File: config.mk
export PLATFORM = sky130hd
export DESIGN_NAME = alu_frame_ctrl
export DESIGN_NICKNAME = d
export VERILOG_FILES = /design/src/rtl/alu_frame_ctrl.sv
export SDC_FILE = /design/constraint.sdc
export NUM_CORES = 1
export LEC_CHECK = 0
export ABC_AREA = 1
export CAP_MARGIN = 20
export CORE_MARGIN = 2
export CORE_UTILIZATION = 33
export DETAILED_ROUTE_END_ITERATION = 10
export PLACE_DENSITY = 0.63
export SLEW_MARGIN = 20
export SYNTH_ARGS = -nofsm -noshare
export SYNTH_HDL_FRONTEND = slang
export SYNTH_SLANG_ARGS = --single-unit
File: constraint.sdc
create_clock -name i_clk -period 1.5 [get_ports i_clk]
set_clock_uncertainty 0.1 [all_clocks]
set_input_delay 0.225 -clock i_clk [delete_from_list [all_inputs] [get_ports i_clk]]
set_output_delay 0.225 -clock i_clk [all_outputs]
set_load 0.01 [all_outputs]
File: src/rtl/alu_frame_ctrl.sv
// UART-to-ALU framing controller: collects operand A, operand B and an opcode byte,
// lets the external ALU compute for one cycle, then streams the result back LSB first.
module alu_frame_ctrl #(
    parameter int unsigned DATA_SIZE      = 16,
    parameter int unsigned TRAMA_SIZE     = 8,
    parameter int unsigned OPCODE_SIZE    = 6,
    parameter int unsigned TIMEOUT_CYCLES = 100000
) (
    input  logic                   i_clk,
    input  logic                   i_reset,
    input  logic                   i_rx_done_tick,
    input  logic [TRAMA_SIZE-1:0]  i_rx_data,
    input  logic [DATA_SIZE-1:0]   i_res,
    input  logic                   i_tx_done_tick,
    output logic [DATA_SIZE-1:0]   o_a,
    output logic [DATA_SIZE-1:0]   o_b,
    output logic [OPCODE_SIZE-1:0] o_opcode,
    output logic [TRAMA_SIZE-1:0]  o_tx_data,
    output logic                   o_tx_start,
    output logic                   o_busy,
    output logic                   o_timeout,
    output logic                   o_overrun
);

    localparam int unsigned NBYTES = DATA_SIZE / 8;
    localparam int unsigned IDX_W  = $clog2(NBYTES + 1);
    localparam int unsigned TMO_W  = (TIMEOUT_CYCLES > 2) ? $clog2(TIMEOUT_CYCLES) : 1;
    localparam logic [IDX_W-1:0] LAST_IDX = IDX_W'(NBYTES - 1);
    localparam logic [TMO_W-1:0] TMO_LAST = TMO_W'(TIMEOUT_CYCLES - 1);

    typedef enum logic [2:0] {
        StRxA, StRxB, StRxOp, StExec, StTxLoad, StTxWait
    } state_e;

    state_e                 state_q, state_d;
    logic [IDX_W-1:0]       idx_q, idx_d;
    logic [TMO_W-1:0]       tmo_q, tmo_d;
    logic [DATA_SIZE-1:0]   a_q, a_d, b_q, b_d, res_q, res_d;
    logic [OPCODE_SIZE-1:0] op_q, op_d;
    logic                   accept, overrun, tmo_run, tmo_fire;
    logic [7:0]             tx_byte;

    // State, byte index, timeout counter and data registers
    always_ff @(posedge i_clk or negedge i_reset) begin
        if (!i_reset) begin
            state_q <= StRxA;
            idx_q   <= '0;
            tmo_q   <= '0;
            a_q     <= '0;
            b_q     <= '0;
            op_q    <= '0;
            res_q   <= '0;
        end else begin
            state_q <= state_d;
            idx_q   <= idx_d;
            tmo_q   <= tmo_d;
            a_q     <= a_d;
            b_q     <= b_d;
            op_q    <= op_d;
            res_q   <= res_d;
        end
    end

    // Next-state, byte-lane writes, overrun detection and inter-byte timeout
    always_comb begin
        state_d  = state_q;
        idx_d    = idx_q;
        a_d      = a_q;
        b_d      = b_q;
        op_d     = op_q;
        res_d    = res_q;
        accept   = 1'b0;
        overrun  = 1'b0;
        tmo_fire = 1'b0;
        // Counter only runs once a command is partially received
        tmo_run  = (state_q == StRxA && idx_q != '0) || state_q == StRxB || state_q == StRxOp;

        unique case (state_q)
            StRxA, StRxB: begin
                if (i_rx_done_tick) begin
                    accept = 1'b1;
                    for (int unsigned i = 0; i < NBYTES; i++) begin
                        if (idx_q == IDX_W'(i)) begin
                            if (state_q == StRxA) a_d[i*8 +: 8] = i_rx_data[7:0];
                            else                  b_d[i*8 +: 8] = i_rx_data[7:0];
                        end
                    end
                    if (idx_q == LAST_IDX) begin
                        idx_d   = '0;
                        state_d = (state_q == StRxA) ? StRxB : StRxOp;
                    end else begin
                        idx_d = idx_q + IDX_W'(1);
                    end
                end
            end
            StRxOp: begin
                if (i_rx_done_tick) begin
                    accept  = 1'b1;
                    op_d    = i_rx_data[OPCODE_SIZE-1:0];
                    state_d = StExec;
                end
            end
            StExec: begin
                overrun = i_rx_done_tick;
                res_d   = i_res;
                state_d = StTxLoad;
            end
            StTxLoad: begin
                overrun = i_rx_done_tick;
                state_d = StTxWait;
            end
            StTxWait: begin
                overrun = i_rx_done_tick;
                if (i_tx_done_tick) begin
                    if (idx_q == LAST_IDX) begin
                        idx_d   = '0;
                        state_d = StRxA;
                    end else begin
                        idx_d   = idx_q + IDX_W'(1);
                        state_d = StTxLoad;
                    end
                end
            end
            default: begin
                state_d = StRxA;
                idx_d   = '0;
            end
        endcase

        // A strobe on the expiry cycle wins over the timeout
        if (tmo_run && !i_rx_done_tick && tmo_q == TMO_LAST) begin
            tmo_fire = 1'b1;
            state_d  = StRxA;
            idx_d    = '0;
        end

        if (!tmo_run || accept || tmo_fire || state_d != state_q) tmo_d = '0;
        else                                                      tmo_d = tmo_q + TMO_W'(1);
    end

    // Result byte selected by the byte index
    always_comb begin
        tx_byte = '0;
        for (int unsigned i = 0; i < NBYTES; i++) begin
            if (idx_q == IDX_W'(i)) tx_byte = res_q[i*8 +: 8];
        end
    end

    assign o_a        = a_q;
    assign o_b        = b_q;
    assign o_opcode   = op_q;
    assign o_tx_data  = tx_byte;
    assign o_tx_start = (state_q == StTxLoad);
    assign o_busy     = !(state_q == StRxA && idx_q == '0);
    assign o_timeout  = tmo_fire;
    assign o_overrun  = overrun;

endmodule
==> results of run 1 <==
[worst paths after layout]
path / to / slack, ps / start / depth (start not counted)
max: o_timeout / -360 / state_q[1] / 8
min: o_a[11] / 250 / i_reset / 2
max reg2reg: tmo_q[16] / -270 / tmo_q[0] / 12
min reg2reg: o_b[9] / 390 / o_b[9] / 2
max in group asynchronous: o_opcode[4] / 500 / i_reset / 3
min in group i_clk: res_q[15] / 390 / i_res[15] / 2
[timing repair]
action / 4_1_cts / 5_1_grt
setup buffers: 15 / 14
endpoints found under the setup margin: 114 / 81
hold buffers: 1 / 0
endpoints found under the hold margin: 30 / 0
gates cloned: 5 / 3
gates resized for setup: 140 / 136
pin swaps: 9 / 24
[stage by stage]
stage               setup slack [ps]  TNS, ps  total power, mW
finish                          -355    -8540             10.9
global route                    -443   -13550             11.6
CTS                             -385    -6140             9.71
detailed placement              -436   -18760             7.52
global placement                -420   -17430             7.42
floorplan                      -97.0     -923             5.28
[sequential cells by signal, summed over array words and instances (netlist names)]
register,count
tmo_q,17
o_a,16
o_b,16
res_q,16
o_opcode,6
state_q,3
idx_q,2
[per-layer routing]
| layer | share of wire, % | global-route usage (%) | vias up |
|---|---|---|---|
| met5 | 0 | 0 | - |
| met4 | 1.1 | 4.92 | 0 |
| met3 | 4.3 | 3.65 | 10 |
| met2 | 54 | 29.6 | 64 |
| met1 | 41 | 20.9 | 1574 |
| li1 | - | - | 1523 |
[cell families after synthesis]
logic type / share of synthesized area (%)
adders and majority gates: 0.356
xor gates and xnor gates: 2.99
muxes: 5.13
AOI/OAI and AO/OA: 6.98
DFF: 54.1
and+or+nand+nor: 24.6
buffers and inverters: 5.80
[layout make-up]
cell class / instances / area share, %
sequential: 76 / 32.4
tap: 136 / 2.89
clock inverter: 5 / 1.45
inverter: 32 / 2.36
clock buffer: 11 / 2.23
multi-input combinational: 255 / 31.8
timing repair buffer: 160 / 26.9
[cell usage in the layout, fill, tap and decap left out, types with 3 or more instances in the layout]
cell,netlist,layout
a21oi_1,4,3
xor2_1,10,9
buf_8,0,3
inv_2,5,5
inv_1,27,24
nand2_1,85,46
nand3_2,3,3
nand2_4,1,14
o21ai_0,33,11
nor2_1,32,22
dlygate4sd2_1,0,39
clkbuf_8,0,9
mux2_4,0,16
clkdlybuf4s50_1,0,25
nand2_8,0,5
buf_2,3,8
buf_4,0,44
buf_12,1,8
nand4_1,5,5
nor2_2,5,7
nand3_1,18,17
o21ai_1,12,26
buf_6,4,29
nand2_2,6,30
nor2_4,13,21
o21ai_2,0,8
dfrtp_1,76,74
[report_power, final]
group / leakage (nW) / internal [mW] / switching, mW
sequential: 0.964 / 2.81 / 0.563
combinational: 1.68 / 3.04 / 2.79
clock: 0.104 / 0.948 / 0.794
total: 2.75 / 6.80 / 4.15
==> results list, run 1 <==
- Clock tree synthesis inserted a total of 9 buffers.
- The number of different library cells used by synthesis comes to 28.
- Slew at the pin closest to its max-slew limit: 434 ps
- After layout, the worst setup slack is -355 ps.
- Sequential-to-total area share from yosys stat: 54.1%
- Number of routed nets with antenna violations: 0
- The tool flagged a number of max-cap violations equal to 0.
- Number of hold violations in the final report: 0
- Cell with the largest stage delay on the worst path: dfrtp_2
- Arrival time at the worst endpoint: 1530 ps
- Post-synthesis register bit count: 76
- The via count of the first global-routing pass is 3,158.
- 78 I/O pins were placed.
* Top cell types by occurrence after synthesis: nand2_1, dfrtp_1, o21ai_0
- The floorplan step defined a die boundary enclosing 0.0115 mm2.
* Power density normalized to cell area: 1860 mW/mm2
- For this run, the leading register cell type out of synthesis is dfrtp_1.
- Counting both buffers and inverters, the worst setup path holds a total of 2.
- The number of placed instances, taps included, is 630.
- Floorplan die height: 107 um
- The routed layout has 3,171 vias.
- Fmax achieved: 0.539 GHz
- Setup repair after global routing could not meet its margin everywhere.
- Number of synthesized flops with an enable pin: 0
- Post-synthesis async set-or-reset flop share: 100%
- The worst setup path is of the reg2out kind.
* Status: finished, violations left
* Worst slew margin relative to its limit: 71.1%
* Yosys warning count: 0
- Number of antenna violations at the first check in global routing: 0
- CTS Root Cell: clkbuf_8
- The worst setup path is launched from a flop.
- After filler insertion, the fill cell instance count of the layout stands at 852.
- The congestion estimate from routability-driven global placement came to 0.897.
- Pin count of the biggest net entering global routing: 34
- Critical Path End Type: output pin
- TritonCTS built the clock tree.
- Path class of the lowest-slack min-delay path: in2async
- The clock tree synthesis step divided the H-tree into 3 levels.
- Traced cell by cell, the critical path runs through nor2_4, nand2_2, nor2_4, nor2_4, nor2_4, nand2_2, inv_1, buf_2.
- Violation count after the first detailed-route iteration: 135
* Chip width: 107 um
- Post-layout min period: 1860 ps
* Leak pwr: 2.75 nW
- After routing the design area is 0.00588 mm2.
* Post-Syn Area: 0.00351 mm2
- The first detailed-routing pass ran for 4 iterations.
- Data required time of the worst path: 1170 ps
- Most instantiated library cell after synthesis: nand2_1
- Syn Nets: 398
* Dominant cell type by count on the critical path: nor2_4
* Wire length of the first global-routing pass: 15,200 um
- Clock latency on the worst-skew pair, taken at its later pin, is 350 ps.
- Placed inst area: 0.00485 mm2
* Count of standard-cell rows: 37
- CP delay by family, top: simple AND/OR/NAND/NOR gates
- Mean area per synthesized cell: 9.52 um2
- In the global route stage, overall resource usage came out at 16.9%.
- Counting every instance in the synthesized netlist gives 369.
- Wires add up to 10,200 um.
* HPWL after DPL: 6200 um
- The final critical path takes up 124% of the cycle.
- VDD sags by at most 790 uV.
* Maximum buffer depth of the clock tree: 2
- Starting utilization of the core area: 34.0%
- 0 antenna diodes ended up in the layout.
- GR Overflow Total: 0
* Top cells by area, synth: dfrtp_1, nand2_1, o21ai_0
* Total of buffers placed on input and output ports: 77
* CP max FO: 4
- Core footprint: 0.0103 mm2
- For this run, the slowest stage of the critical path takes 460 ps.
- Clock slew seen by the registers of the worst setup and hold paths: 80 ps
- Area delta synth->final: 67.4%
- Failing checks: setup timing
- Vias per cell: 4.70
* Share of the core filled with cells in the final layout: 57.0%
* Share of post-route cells with drive strength above 1: 43.0%
- Hold is met by 250 ps.
- # clock sinks: 76
- Summed over its instances, the top area cell type makes up 54.1% of the synthesized netlist area.
- Average detailed-routed wire length per instance: 15.1 um
- Setup violations remaining at the end of the flow were counted as 63.
- In the final layout, the multi-input gates occupy 0.00187 mm2.
- Drc violations: 0
- The count of final max-slew check failures was 0.
- The finished layout holds 675 standard cells, fillers aside.
- The sequential cells in the finished layout cover a total of 0.00190 mm2.
* Nets: 563
- Cell type with the largest total area after synthesis: dfrtp_1
Power figures use the tool's default switching activity.
==> run 2, diff against run 1 <==
--- a/config.mk
+++ b/config.mk
@@ -10,6 +10,7 @@
 export CORE_MARGIN = 2
 export CORE_UTILIZATION = 33
 export DETAILED_ROUTE_END_ITERATION = 10
+export GPL_ROUTABILITY_DRIVEN = 0
 export PLACE_DENSITY = 0.63
 export SLEW_MARGIN = 20
 export SYNTH_ARGS = -nofsm -noshare
==> results of run 2 <==
No change in the layout: final DEF, timing and power equal those of run 1.
